$ cat src/rtl/inet_csum_pkg.sv
// inet_csum_pkg: shared types, IPv4 constants and one's-complement helpers for the checksum datapath
package inet_csum_pkg;
  typedef enum logic [1:0] {ST_IDLE, ST_ACC, ST_FOLD, ST_OUT} state_t;
  localparam logic [15:0] IPV4_VER_IHL_TOS = 16'h4500;
  localparam logic [7:0] IPV4_TTL_DEFAULT = 8'h80;
  localparam logic [7:0] PROTO_UDP = 8'h11;
  localparam logic [7:0] PROTO_TCP = 8'h06;
  function automatic logic [15:0] csum_add16(input logic [15:0] a, input logic [15:0] b);
    logic [16:0] s;
    s = {1'b0, a} + {1'b0, b};
    return s[15:0] + {15'd0, s[16]};
  endfunction
  function automatic logic [15:0] pseudo_seed(input logic [31:0] src, input logic [31:0] dst,
                                             input logic [7:0] proto, input logic [15:0] len);
    logic [15:0] s;
    s = csum_add16(src[31:16], src[15:0]);
    s = csum_add16(s, dst[31:16]);
    s = csum_add16(s, dst[15:0]);
    s = csum_add16(s, {8'h00, proto});
    return csum_add16(s, len);
  endfunction
endpackage

$ cat src/rtl/inet_csum_stream_if.sv
// inet_csum_stream_if: byte-stream input and checksum result handshakes of the checksum engine
interface inet_csum_stream_if #(parameter int DATA_BYTES = 4);
  logic [15:0] seed;
  logic s_valid;
  logic s_ready;
  logic [8*DATA_BYTES-1:0] s_data;
  logic [DATA_BYTES-1:0] s_keep;
  logic s_last;
  logic m_valid;
  logic m_ready;
  logic [15:0] m_csum;
  logic [15:0] m_len;
  modport master (output seed, s_valid, s_data, s_keep, s_last, m_ready,
                  input s_ready, m_valid, m_csum, m_len);
  modport slave (input seed, s_valid, s_data, s_keep, s_last, m_ready,
                 output s_ready, m_valid, m_csum, m_len);
endinterface

$ cat src/rtl/inet_csum_fold.sv
// inet_csum_fold: two-stage carry fold, inversion and result holding register
// INET_CSUM_UDP_ZERO_FIX_EN: report a 0x0000 checksum as 0xFFFF
module inet_csum_fold #(
  parameter int ACC_W = 32
) (
  input  logic             clk,
  input  logic             rst_n,
  input  logic             start,
  input  logic [ACC_W-1:0] acc,
  input  logic [15:0]      len,
  input  logic             m_ready,
  output logic             m_valid,
  output logic [15:0]      m_csum,
  output logic [15:0]      m_len
);
  logic [16:0] f1;
  logic        v1;
  logic [15:0] f2;
  logic [15:0] csum_n;
  always_comb begin
    f2 = f1[15:0] + {15'd0, f1[16]};
`ifdef INET_CSUM_UDP_ZERO_FIX_EN
    csum_n = (~f2 == 16'h0000) ? 16'hFFFF : ~f2;
`else
    csum_n = ~f2;
`endif
  end
  always_ff @(posedge clk) begin
    if (!rst_n) begin
      f1 <= '0;
      v1 <= 1'b0;
      m_valid <= 1'b0;
      m_csum <= '0;
      m_len <= '0;
    end else begin
      v1 <= start;
      if (start) f1 <= {1'b0, acc[15:0]} + 17'(acc[ACC_W-1:16]);
      if (v1) begin
        m_valid <= 1'b1;
        m_csum <= csum_n;
        m_len <= len;
      end else if (m_ready) m_valid <= 1'b0;
    end
  end
endmodule

$ cat src/rtl/inet_csum_stream.sv
// inet_csum_stream: seeded RFC 1071 checksum and byte count over a keep-qualified byte stream
// INET_CSUM_UDP_ZERO_FIX_EN (in inet_csum_fold): UDP zero-checksum substitution
module inet_csum_stream
  import inet_csum_pkg::*;
#(
  parameter int DATA_BYTES = 4,
  parameter int ACC_W = 32
) (
  input logic clk,
  input logic rst_n,
  inet_csum_stream_if.slave bus
);
  localparam int WORDS = DATA_BYTES / 2;
  localparam int SUM_W = 16 + $clog2(WORDS);
  localparam int CNT_W = $clog2(DATA_BYTES + 1);
  state_t state, state_n;
  logic fold_cnt;
  logic [ACC_W-1:0] acc;
  logic [15:0] len;
  logic [8*DATA_BYTES-1:0] masked;
  logic [SUM_W-1:0] beat_sum;
  logic [CNT_W-1:0] beat_len;
  logic [16:0] len_sum;
  logic accept, first, m_valid;
  assign bus.s_ready = rst_n && (state == ST_IDLE || state == ST_ACC);
  assign accept = bus.s_valid && bus.s_ready;
  assign first = state == ST_IDLE;
  assign bus.m_valid = m_valid;
  always_comb begin
    masked = '0;
    beat_len = '0;
    beat_sum = '0;
    for (int j = 0; j < DATA_BYTES; j++) begin
      masked[8*j +: 8] = bus.s_data[8*j +: 8] & {8{bus.s_keep[j]}};
      beat_len = beat_len + CNT_W'(bus.s_keep[j]);
    end
    for (int w = 0; w < WORDS; w++) beat_sum = beat_sum + SUM_W'(masked[16*w +: 16]);
    len_sum = 17'(first ? 16'd0 : len) + 17'(beat_len);
  end
  always_comb begin
    state_n = state;
    unique case (state)
      ST_IDLE: state_n = accept ? (bus.s_last ? ST_FOLD : ST_ACC) : ST_IDLE;
      ST_ACC:  state_n = (accept && bus.s_last) ? ST_FOLD : ST_ACC;
      ST_FOLD: state_n = fold_cnt ? ST_OUT : ST_FOLD;
      ST_OUT:  state_n = (m_valid && bus.m_ready) ? ST_IDLE : ST_OUT;
    endcase
  end
  always_ff @(posedge clk) begin
    if (!rst_n) begin
      state <= ST_IDLE;
      fold_cnt <= 1'b0;
      acc <= '0;
      len <= '0;
    end else begin
      state <= state_n;
      fold_cnt <= (state == ST_FOLD) && !fold_cnt;
      if (accept) begin
        acc <= (first ? ACC_W'(bus.seed) : acc) + ACC_W'(beat_sum);
        len <= len_sum[16] ? 16'hFFFF : len_sum[15:0];
      end
    end
  end
  inet_csum_fold #(.ACC_W(ACC_W)) u_fold (
    .clk     (clk),
    .rst_n   (rst_n),
    .start   (state == ST_FOLD && !fold_cnt),
    .acc     (acc),
    .len     (len),
    .m_ready (bus.m_ready),
    .m_valid (m_valid),
    .m_csum  (bus.m_csum),
    .m_len   (bus.m_len)
  );
endmodule

$ cat src/flat_wrapper.sv
// flat-port wrapper written by rule: the top's interface ports become plain ports
module inet_csum_stream_flat import inet_csum_pkg::*;
#(
  parameter int DATA_BYTES = 4,
  parameter int ACC_W = 32
)
  (clk, rst_n, bus_seed, bus_s_valid, bus_s_data, bus_s_keep, bus_s_last, bus_m_ready, bus_s_ready, bus_m_valid, bus_m_csum, bus_m_len);
  inet_csum_stream_if #(.DATA_BYTES(DATA_BYTES)) bus_i ();
  input logic clk;
  input logic rst_n;
  input wire logic [$bits(bus_i.seed)-1:0] bus_seed;
  input wire logic [$bits(bus_i.s_valid)-1:0] bus_s_valid;
  input wire logic [$bits(bus_i.s_data)-1:0] bus_s_data;
  input wire logic [$bits(bus_i.s_keep)-1:0] bus_s_keep;
  input wire logic [$bits(bus_i.s_last)-1:0] bus_s_last;
  input wire logic [$bits(bus_i.m_ready)-1:0] bus_m_ready;
  output wire logic [$bits(bus_i.s_ready)-1:0] bus_s_ready;
  output wire logic [$bits(bus_i.m_valid)-1:0] bus_m_valid;
  output wire logic [$bits(bus_i.m_csum)-1:0] bus_m_csum;
  output wire logic [$bits(bus_i.m_len)-1:0] bus_m_len;
  assign bus_i.seed = bus_seed;
  assign bus_i.s_valid = bus_s_valid;
  assign bus_i.s_data = bus_s_data;
  assign bus_i.s_keep = bus_s_keep;
  assign bus_i.s_last = bus_s_last;
  assign bus_i.m_ready = bus_m_ready;
  assign bus_s_ready = bus_i.s_ready;
  assign bus_m_valid = bus_i.m_valid;
  assign bus_m_csum = bus_i.m_csum;
  assign bus_m_len = bus_i.m_len;
  inet_csum_stream #(.DATA_BYTES(DATA_BYTES), .ACC_W(ACC_W)) u_core (.clk(clk), .rst_n(rst_n), .bus(bus_i));
endmodule
$ cat config.mk
export PLATFORM = sky130hd
export DESIGN_NAME = inet_csum_stream_flat
export DESIGN_NICKNAME = d
export VERILOG_FILES = /design/src/rtl/inet_csum_pkg.sv /design/src/rtl/inet_csum_stream_if.sv /design/src/rtl/inet_csum_fold.sv /design/src/rtl/inet_csum_stream.sv /design/src/flat_wrapper.sv
export SDC_FILE = /design/constraint.sdc
export NUM_CORES = 1
export LEC_CHECK = 0
export ABC_CLOCK_PERIOD_IN_PS = 5550
export BUFFER_PORTS_ARGS = -buffer_cell sky130_fd_sc_hd__buf_2
export CAP_MARGIN = 30
export CORE_MARGIN = 1.5
export CORE_UTILIZATION = 55
export CTS_BUF_LIST = sky130_fd_sc_hd__clkbuf_8
export CTS_CLUSTER_SIZE = 12
export DETAILED_ROUTE_END_ITERATION = 10
export PLACE_DENSITY = 0.76
export SLEW_MARGIN = 20
export SYNTH_ARGS = -nofsm -noshare
export SYNTH_HDL_FRONTEND = slang
export SYNTH_HIERARCHICAL = 1
export SYNTH_SLANG_ARGS = --single-unit
$ cat constraint.sdc
create_clock -name clk -period 5.55 [get_ports clk]
set_input_delay 0.555 -clock clk [delete_from_list [all_inputs] [get_ports clk]]
set_output_delay 0.555 -clock clk [all_outputs]
set_load 0.01 [all_outputs]
==> results.txt, run 1 <==
* Outcome: finished, final reports clean
* Net count after synthesis: between 1000 and 1500
* Final TNS setup: 0 ps
* Die boundary width: 119 µm
- The routed layout has 6833 vias.
- Ys Warns: 6
- Layout filler cell count: between 1000 and 1500
* Count of flip-flops with a built-in enable after synthesis: 0
- TritonCTS built the clock tree.
- The internal power of the cells totals 0.00124 W.
- Mean post-synth cell area: 8.15 µm²
- For the pin with the worst max-slew slack, the measured transition is 952 ps.
- Min-Delay Path Class: reg2reg
- Summed over all nets, the switching power comes to 0.000661 W.
* Vias in the first global route: approximately 6300
- Synthesis handed over a netlist of between 900 and 1000 instances.
- Initial antenna violation count: 0
- Number of nets at the end of the flow: between 1000 and 1500
* Post-synthesis cell area: 7350 µm²
* Final critical-path share of the clock period: 75.1%
* Cell count of the worst hold path: 2
- Final setup slack of the worst path: 1380 ps
* Clk_lat worst skew: 390 ps
- Hold worst-path end: u_core/u_fold/m_csum[8]
* Critical path endpoint category: register
- Most common library cell in the layout ignoring fill and taps: nand2_1
- Area grow syn2layout: 10.0%
* Number of search-and-repair iterations in the first detailed-routing pass: 5
* Clock Root Buffer: clkbuf_8
* Num CTS Buffers: 9
- In the synthesized netlist the async set-or-reset flop fraction comes to 0%.
- Number of instances in the placed design: 1122
* Count of hold buffers inserted by post-cts repair: 0
* Final clock skew: around 11 ps
- Post-route DRC: 0
- The floorplan has 42 rows.
- Worst-case headroom to the max-slew limit: between 30% and 40%
- At the worst endpoint, the required time is ~5800 ps.
* Sequential cell area: 2040 µm²
* Launch point of the worst hold path: u_core/u_fold/m_csum[8]
- After clock tree synthesis, the setup repair step added 0 buffers.
- The congestion estimate from routability-driven global placement came to 0.956.
- Max-cap violations in this run came to 0.
- Wirelength per Cell: 16.6 µm
- The total overflow left after global routing is 0.
* Fraction of final layout cells with drive strength greater than 1: 13.5%
- Starting density of the core: 55.9%
- In this run the worst path has a maximum fanout of 19.
- The worst register-to-register path has a depth of 12.
- After synthesis, the netlist uses between 70 and 80 different library cells.
- Place WS: about 1400 ps
- Port Buf Inserts: 90
- Hold violation total from the final report: 0
- Upper clock frequency limit: 240 MHz
- Combinational group share of total power: 29.8%
* Peak supply drop: between 0.1 and 0.15 mV
- The first global-routing pass estimated 31.0 mm of wire.
- RSZ-0062 raised after global routing: false
- Power per cell area: 235 nW/µm²
* Final setup fails: 0
- Summing all multi-input logic gate instances after layout gives 4930 µm².
- The clock network is responsible for 26.8% of the overall power.
- Area of the core: 13100 µm²
- Highest-count cells in the layout ignoring fill and taps: nand2_1 (111), dfxtp_1 (101), buf_2 (90), a21oi_1 (62), mux2i_1 (55)
* Share of total power in sequential cells: between 40% and 50%
- The number of pins exceeding their max-slew limit in the final report is 0.
- The repair_antennas step left the layout with diodes totalling 0.
* H-Tree Depth: 3
- Once detail routing completed, the nets flagged for antenna violations numbered 0.
- After detailed routing, the number of vias per cell comes to 6.00.
* Yosys reg bits: 102
- Die H: 119 µm
- HPWL after detailed placement: 14.2 mm
- # IOs: just over 90
- After the flow finishes, the layout carries non-filler instances totaling roughly 1100.
- Worst Path Class, Setup: reg2reg
* Gates resized, CTS repair: 0
- R2r endpoint: u_core/acc[17]
- Across every metal layer, demand over resource in global routing totals 27.2%.
- No sink is reached through more buffers than the 2 on the longest clock path.
- Setup slack on the worst reg-to-reg path comes out at between 1000 and 1500 ps.
- Worst Path Arrival: 4450 ps
- For the finished layout, the period the worst path requires is 4170 ps.
* Crit start category: register
* Clock-pin slew on the worst setup and hold paths: 90 ps
- Entering global routing, the biggest net connects slightly below 60 pins.
- The die covers 14100 µm².
- Summing the sequential cell areas from Yosys gives 27.8% of the chip area.
* Sw frac: 34.8%
- The analysis attributes to cell leakage a power of 3.54 nW.
- The startpoint identified for the worst register-to-register timing path is u_core/state[0].
- TritonCTS Sinks: between 100 and 150
- Top FF cell, synth: dfxtp_1
- The detailed router finished its first iteration with 590 violations.
- Final wirelength: 18.9 mm
[worst max-delay path: stages, from the launching register on]
cell and delay, ps:
dfxtp_1 500, nor2_4 670, mux2i_1 190, fa_1 510, inv_1 40, ha_1 210, fa_1 430, a211oi_1 390
o21ai_0 260, nand3b_1 180, a21oi_2 140, nand2b_1 210, a311o_1 320
[final cells by class]
class / count / area share, %
flip-flops and latches: 102 / 25.3
multi-input cells: 702 / 61.0
repair buffers: 98 / 6.31
clock inverters: 5 / 0.789
inverters: 44 / 2.04
clock buffers: 11 / 1.87
well taps: 176 / 2.72
[Yosys cell counts (all sizes together) (8+ instances only)]
library cell / count / area [µm²]
nand2: 111 / 417
dfxtp: 102 / 2040
a21oi: 63 / 319
mux2i: 55 / 551
o21ai: 48 / 240
inv: 44 / 165
nand3: 40 / 200
clkbuf: 39 / 148
nor2b: 36 / 225
ha: 35 / 438
nor2: 35 / 131
and3: 23 / 145
fa: 21 / 420
xnor2: 20 / 175
nand4: 19 / 119
buf: 14 / 76.3
o211ai: 14 / 105
a21o: 13 / 97.6
nor4: 13 / 81.3
a31oi: 11 / 68.8
and2: 11 / 68.8
nor3: 11 / 55.1
nand3b: 10 / 75.1
o31ai: 8 / 60.1
[worst max path at each step]
| stage | endpoint | startpoint | slack (ps) | depth (start not counted) |
|---|---|---|---|---|
| after floorplan | u_core/acc[17] | u_core/state[1] | 1740 | 15 |
| after global placement | u_core/acc[17] | u_core/state[0] | 1500 | 12 |
| after detailed placement | u_core/acc[17] | u_core/state[0] | 1420 | 12 |
| after CTS | u_core/acc[17] | u_core/state[0] | 1380 | 12 |
| after global routing | u_core/acc[17] | u_core/state[0] | 1040 | 12 |
| final | u_core/acc[17] | u_core/state[0] | 1380 | 12 |
[sequential cells by signal, indices dropped and copies added (netlist names)]
| register | count |
|---|---|
| u_core/acc | 32 |
| u_core/u_fold/f1 | 17 |
| u_core/len | 16 |
| u_core/u_fold/m_csum | 16 |
| u_core/u_fold/m_len | 16 |
| u_core/state | 2 |
| u_core/fold_cnt | 1 |
| u_core/u_fold/m_valid | 1 |
| u_core/u_fold/v1 | 1 |
[cell families (layout without fill, tap and decap cells)]
kind of cell	Yosys count	after routing	synth area share, %
mux	57	57	7.80
buf+inv	97	158	5.30
simple gates	340	340	24.0
xor+xnor	26	26	3.10
compound gates	223	223	20.3
flops	102	102	27.8
fa+ha+maj	56	56	11.7
[per-stage QoR]
step | hold WS, ps | util [%] | power, W | instance area [µm²]
final | 491 | 61.5 | 0.00190 | 8090
after global routing | 509 | 61.5 | 0.00201 | 8090
after CTS | 490 | 61.5 | 0.00190 | 8090
after detailed placement | 467 | 59.9 | 0.00140 | 7870
after global placement | 463 | 59.9 | 0.00139 | 7870
after floorplan | 449 | - | 0.00125 | 7350
[power by group through the flow]
stage | Sequential (W) | Combinational, W | Clock (W)
2_1_floorplan | 0.000816 | 0.000435 | 0
6_report | 0.000825 | 0.000565 | 0.000508
3_3_place_gp | 0.000840 | 0.000546 | 0
5_1_grt | 0.000828 | 0.000634 | 0.000550
4_1_cts | 0.000824 | 0.000560 | 0.000519
3_5_place_dp | 0.000841 | 0.000557 | 0
[routing by layer]
| layer | track usage [%] | share of wire [%] | up-vias |
|---|---|---|---|
| met5 | 0 | 0 | - |
| met4 | 9.64 | 2.8 | 0 |
| met3 | 5.60 | 5.5 | 31 |
| met2 | 44.3 | 46 | 201 |
| met1 | 35.7 | 46 | 3233 |
| li1 | - | - | 3368 |
Note: power is estimated with default switching activity, not from simulation.
==> run 2, diff against run 1 <==
ABC_AREA = 1   (was default)
ABC_CLOCK_PERIOD_IN_PS = 3770   (was 5550)
PLACE_DENSITY = 0.79   (was 0.76)
clock period = 3.77 ns   (was 5.55 ns; I/O delays follow)
==> run 2 against run 1 <==
Power is 53% higher. Clock-buffer cell count is 2 lower. Combinational power is 66% higher.
==> results.txt, run 2 <==
- In the final layout, the registers with the most flip-flops are u_core/acc: 32 flops, u_core/u_fold/f1: 17 flops.
- Crit Path Max Fanout: 14
* Overall Global Routing Usage: 27.7%
* Final critical-path share of the clock period: roughly 87%
* TritonCTS Sinks: just over 100
- Yosys reg bits: 102
* Number of vias per cell: 5.16
- Area grow syn2layout: 9.65%
- Crit start category: register
* Post-route DRC: 0
- HPWL after detailed placement: 15.2 mm
* Die Area: 14900 µm²
- Once layout is complete, the cells apart from fillers number 1495.
- In this run, CTS created clock tree buffers numbering 9.
- For the pin with the worst max-slew slack, the measured transition is slightly above 700 ps.
- Count of hold buffers inserted by post-cts repair: 0
- Clock Root Buffer: clkbuf_8
* Final TNS setup: 0 ps
- # rows: 43
* Final clock skew: 15.7 ps
- Static Leakage: 4.55 nW
- Layout filler cell count: 1310
* Worst Path Arrival: 3580 ps
- Number of nets with antenna violations after detailed routing: 0
* Max reg flops: 32
- Data on the critical path is required at its endpoint by 4060 ps.
- Ranked by flip-flop count, first place goes to u_core/acc.
- Hold violation total from the final report: 0
- Diodes inserted: 0
- Die boundary width: 122 µm
- The synthesized design spends more area on one cell type than any other, namely dfxtp_1.
* Port Buf Inserts: 90
- The initial utilization of the core area, before any placement, comes to 56.3%.
- In this run, the number of DRC markers left after iteration 0 of detailed routing was 603.
- Last weighted congestion value of the routability-driven placer: 0.959
- Yosys printed 6 warnings.
- nand2_1 is the most common cell in the netlist.
- Proportion of netlist area held by the largest area contributor: a little over a quarter
- After synthesis the cells add up to 7780 µm².
- Worst Path Class, Setup: reg2reg
- Clk_lat worst skew: around 380 ps
- Measured along the y axis, the die boundary spans 122 µm.
- Wires add up to about 20 mm.
- In this run the power density over the cells is 341 nW/µm².
- In this run the number of H-tree levels came out at 3.
* Net count after synthesis: 1352
- Number of instances in the placed design: 1478
- Top FF cell, synth: dfxtp_1
- Wirelength per Cell: approximately 13 µm
* Pin count of the biggest net entering global routing: 69
- Pin placement for this block handled 91 I/O pins.
- Min-Delay Path Class: in2reg
- Number of nets at the end of the flow: 1423
- Number of maximum-capacitance constraint violations: 0
- The library cell used most frequently in the layout, excluding fill and tap cells, is nand2_1.
* Top area cells in the synthesized netlist: dfxtp_1 (26%), nand2_1 (15%), inv_1 (11%)
* Final setup slack of the worst path: 483 ps
* Final setup fails: 0
- Count of flip-flops with a built-in enable after synthesis: 0
* Part of the Yosys area used for sequential elements: between 20% and 30%
* Vias in the first global route: between 7000 and 8000
- Clock-pin slew on the worst setup and hold paths: 110 ps
- Final period demand of the worst path: 3290 ps
- Fraction of final layout cells with drive strength greater than 1: 11.7%
* Outcome: finished, final reports clean
- Summing over every cut layer, the via total after detailed routing is 7713.
* Final instance area: 8530 µm²
- Area after DPL: 8320 µm²
* Post-Synthesis Cells: 1239
- Fin. max-slew vios: 0
* Remaining global-route overflow: 0
- Peak supply drop: between 0.15 and 0.2 mV
- Most used standard cells in the synthesized netlist: nand2_1 (301), inv_1 (219), nor2_1 (172), dfxtp_1 (102), nand3_1 (89)
- Initial antenna violation count: 0
- Place WS: between 500 and 600 ps
- Gates resized, CTS repair: 0
- The average instance in the mapped netlist occupies 6.28 µm².
* Number of search-and-repair iterations in the first detailed-routing pass: 5
- Worst-case headroom to the max-slew limit: between 50% and 60%
- The clock passes through at most 2 buffers.
- Overall power consumption after layout is estimated at 0.00291 W.
- The worst setup path is captured at a register.
* Number of distinct library cell variants in the gate-level netlist after synthesis: 44
- Clock tree from TritonCTS: yes
- Upper clock frequency limit: between 300 and 400 MHz
- In the layout the commonest cells are nand2_1 (301), inv_1 (219), nor2_1 (172), dfxtp_1 (102), buf_2 (90).
- # Post-CTS Setup Buffers: 0
- Global-route wire length before repair: approximately 33 mm
- RSZ-0062 raised after global routing: false
- Post-synth ARST share: 0%
- Area of the core: 13800 µm²
[run 2: path summary, 6_finish.rpt]
check,from,endpoint,slack (ps),cells after the start
worst max-delay path,u_core/state[0],u_core/acc[15],480,14
worst min-delay path,bus_m_ready,u_core/u_fold/m_valid,260,4
worst max register to register,u_core/state[0],u_core/acc[15],480,14
worst min register to register,u_core/fold_cnt,u_core/fold_cnt,450,1
[run 2: cell families (layout without fill, tap and decap cells)]
group	Yosys count	after routing	synth area share, %
simple gates	618	618	34.3
buf+inv	265	341	13.3
compound gates	166	166	11.3
flops	102	102	26.2
fa+ha+maj	56	56	11.0
xor+xnor	23	23	2.59
mux	9	9	1.16
[run 2: layout make-up]
class | instances | area (µm²) | share of cell area (%)
well taps | 180 | 225 | 2.64
flip-flops and latches | 102 | 2040 | 23.9
clock buffers | 9 | 124 | 1.45
repair buffers | 97 | 503 | 5.89
inverters | 228 | 857 | 10.0
multi-input cells | 872 | 4700 | 55.1
clock inverters | 7 | 80.1 | 0.938
[run 2: worst max-delay path, stage by stage, from the launching register on]
cell     delay [ps]
dfxtp_1         400
nor2_4          500
o21ai_0         240
fa_1            420
ha_1            260
fa_1            420
nand2_1         110
nand2_1          60
nand3_1          70
nand2_1         150
nand2_1         100
nand3_1          80
or2_2           280
nand3_1          70
nand2_1          50
[run 2: through the flow]
step / utilization, % / hold slack, ps
2_1_floorplan: - / 419
3_3_place_gp: 60.2 / 435
3_5_place_dp: 60.2 / 435
4_1_cts: 61.7 / 254
5_1_grt: 61.7 / 291
6_report: 61.7 / 263
[run 2: per-layer routing]
layer | wire length (µm) | GRT usage (%) | part of all wire [%] | vias up
met2 | 9030 | 46.2 | 46 | 169
li1 | - | - | - | 3984
met3 | 1070 | 4.31 | 5.4 | 30
met4 | 448 | 8.16 | 2.3 | 0
met5 | 0 | 0 | 0 | -
met1 | 9170 | 37.0 | 47 | 3530
[run 2: where the power goes]
group	switching (W)	internal, W	leakage [nW]	total (W)
Sequential	0.0000797	0.00116	0.833	0.00124
Combinational	0.000593	0.000342	3.62	0.000936
Clock	0.000416	0.000317	0.102	0.000733
Total	0.00109	0.00182	4.55	0.00291
==> run 3, diff against run 2 <==
CORE_UTILIZATION = 54   (was 55)
CTS_BUF_LIST = sky130_fd_sc_hd__clkbuf_16   (was sky130_fd_sc_hd__clkbuf_8)
PLACE_DENSITY = 0.78   (was 0.79)
==> run 3 against run 2 <==
Clock skew shrank 5.9 ps. Combinational power grew 1%. Critical endpoint is now u_core/acc[21]. Setup slack got worse by 2.1 ps. Routed wire length up 6.0%. Via count rose by 1.1%. Global-route usage up 1.2 points. Largest power group unchanged. Final area rose by 1.1%. Hold slack improved by 14 ps. Maximum frequency about the same. Core utilization decreased by 0.059 points. Sequential power hardly changed. Clock-buffer cell count did not move.
==> results.txt, run 3 (synthesis gave the netlist of run 2 again) <==
- Outcome: finished, final reports clean
* Clock tree from TritonCTS: yes
* Peak supply drop: between 0.2 and 0.3 mV
- Remaining global-route overflow: 0
- The routed design has between 20 and 25 mm of wire.
- Final clock skew: 9.76 ps
* Upper clock frequency limit: between 300 and 400 MHz
- The register with the most flip-flops in the final layout is u_core/acc.
* Drt first-iter violations: 790
* Met1 wire length: between 9 and 10 mm
- # Post-CTS Setup Buffers: 0
- After clock tree synthesis, the clock-pin slew on the worst setup and hold paths is 70 ps.
- The congestion estimate from routability-driven global placement came to ~0.95.
- Dividing the final minimum period by the clock period gives 87.2%.
- Adding up every negative setup slack in the final design gives 0 ps.
- For the worst-skew pair, the clock arrives at the later sink with an insertion delay of roughly 360 ps.
* Worst-case headroom to the max-slew limit: 51.2%
- Vias in the first global route: between 7000 and 8000
* Hold violation total from the final report: 0
- Summing all multi-input logic gate instances after layout gives ~4700 µm².
- TritonCTS Sinks: 102
- The worst hold path belongs to the class in2reg.
- After layout, the design draws a total of 0.00316 W.
- Hold repair after CTS inserted 0 buffers.
- Dividing the detail-routed via count by the number of cells gives 5.22.
- RSZ-0062 raised after global routing: false
* Number of nets with antenna violations after detailed routing: 0
- Post-route DRC: 0
- Data required time of the critical path: about 4000 ps
* Share of total power in sequential cells: 39.4%
- Subtracting the final worst setup slack from the clock period gives 3290 ps.
- The die covers ~15000 µm².
- R2r endpoint: u_core/acc[21]
- Measured along the x axis, the die boundary spans 123 µm.
* Port Buf Inserts: 90
- In this run the worst path has a maximum fanout of 15.
- The number of clock buffers added by TritonCTS is 9.
- The path with the worst hold slack has its endpoint at u_core/u_fold/m_valid.
- # rows: 43
- Gates resized, CTS repair: 0
- H-Tree Depth: 3
- Critical path cell sequence: nor2_4 -> mux2i_1 -> fa_1 -> inv_1 -> ha_1 -> nand2_1 -> a21oi_1 -> nand3_1 -> nand3_1 -> nand2_1 -> nand2_1 -> nand3_1 -> nand2_1 -> nor2_1
- Counting along the longest clock path gives a buffer depth of 2.
- Sw frac: ~36%
* Pin count of the biggest net entering global routing: 69
* Worst Path Class, Setup: reg2reg
- Per report_power, the clock group accounts for 30.6% of the total.
- Area grow syn2layout: 10.8%
- The routed design uses 9.61 mm of met2 wire.
- After detailed routing, the average wire length per cell comes to 14.0 µm.
* Launch point of the worst hold path: bus_m_ready
- Highest-count cells in the layout ignoring fill and taps: nand2_1 (301), inv_1 (219), nor2_1 (172), dfxtp_1 (102), buf_2 (90)
* Sequential cell area: 2040 µm²
- Detailed route wirelength on metal3: 1.29 mm
- In this run the static leakage power is 4.60 nW.
* Number of nets at the end of the flow: 1423
- Across the run, the number of max-cap violations was 0.
- Setup slack, reg-to-reg: about 480 ps
* Internal portion of total power: 0.00202 W
* Count of cells along the worst register-to-register path: 14
- Most common library cell in the layout ignoring fill and taps: nand2_1
- Fraction of final layout cells with drive strength greater than 1: 11.6%
* Power dissipated by switching net loads: 0.00114 W
- 91 I/O pins were placed.
- The worst register-to-register path begins at u_core/state[0].
* Area of the core: 14000 µm²
* Diodes inserted: 0
- Power per cell area: between 300 and 400 nW/µm²
* HPWL after detailed placement: 16.0 mm
- Measured along the y axis, the die boundary spans approximately 120 µm.
- The largest single stage delay on the critical path is 500 ps.
- Routed signal wires occupy layers up through met4.
* Global-route wire length before repair: 34.2 mm
* Cell mode on critical path: nand2_1
- The register with the most flip-flops in the layout has 32 of them.
- The tightest hold path in the finished design has a slack of 277 ps.
* Critical path endpoint category: register
* Layout filler cell count: 1370
- Worst Path Arrival: 3540 ps
- Overall Global Routing Usage: 29.0%
* Combinational group share of total power: a little under a third
- For the pin with the worst max-slew slack, the measured transition is 731 ps.
* Largest registers in the final layout: u_core/acc: 32 flops, u_core/u_fold/f1: 17 flops
- Crit start category: register
- Final setup fails: 0
- Cell count of the worst hold path: 4
- Clock Root Buffer: clkbuf_16
- Fin. max-slew vios: 0
- Routed via count: 7797
* Number of search-and-repair iterations in the first detailed-routing pass: 7
- Starting density of the core: 55.6%
- The initial antenna violation count is 0.
- Slowest stage cell on the critical path: nor2_4
==> run 3: layout make-up <==
cell class / instances / area share [%]
Multi-Input combinational cell: 872 / 54.5
Sequential cell: 102 / 23.7
Inverter: 228 / 9.94
Timing Repair Buffer: 97 / 5.83
Clock buffer: 9 / 2.61
Tap cell: 180 / 2.61
Clock inverter: 7 / 0.812
==> run 3: stage by stage <==
stage | setup WS, ps | util, % | std cells | instance area, µm²
3_3_place_gp | 632 | 59.5 | 1479 | 8330
6_report | 481 | 61.7 | 1495 | 8620
4_1_cts | 534 | 61.7 | 1495 | 8620
5_1_grt | 273 | 61.7 | 1495 | 8620
3_5_place_dp | 545 | 59.5 | 1479 | 8330
2_1_floorplan | 610 | - | 1239 | 7780
==> run 3: layer usage <==
layer | GRT usage (%) | vias up
met5 | 0 | -
met4 | 6.75 | 0
met3 | 4.75 | 29
met2 | 47.8 | 216
met1 | 39.7 | 3562
li1 | - | 3990
==> run 3: how the worst max path moves through the flow <==
stage / startpoint / end / slack (ps) / cells after the start
after floorplan: u_core/state[0] / u_core/acc[15] / 610 / 18
after global placement: u_core/state[0] / u_core/acc[29] / 630 / 14
after detailed placement: u_core/state[0] / u_core/acc[15] / 550 / 14
after CTS: u_core/state[0] / u_core/acc[15] / 530 / 14
after global routing: u_core/state[0] / u_core/acc[25] / 270 / 17
final: u_core/state[0] / u_core/acc[21] / 480 / 14
==> run 3: worst max-delay path: cells and delay by family (launching register included) <==
kind	cells	cell delay [ps]
compound gates	1	360
fa+ha+maj	2	860
buf+inv	1	50
flops	1	390
mux	1	180
simple gates	9	1340
==> run 3: power by group through the flow <==
stage	logic, W	clock network, W	registers (W)
2_1_floorplan	0.000696	0	0.00124
3_3_place_gp	0.000918	0	0.00127
3_5_place_dp	0.000932	0	0.00127
4_1_cts	0.000938	0.000976	0.00124
5_1_grt	0.00108	0.00101	0.00125
6_report	0.000947	0.000967	0.00125
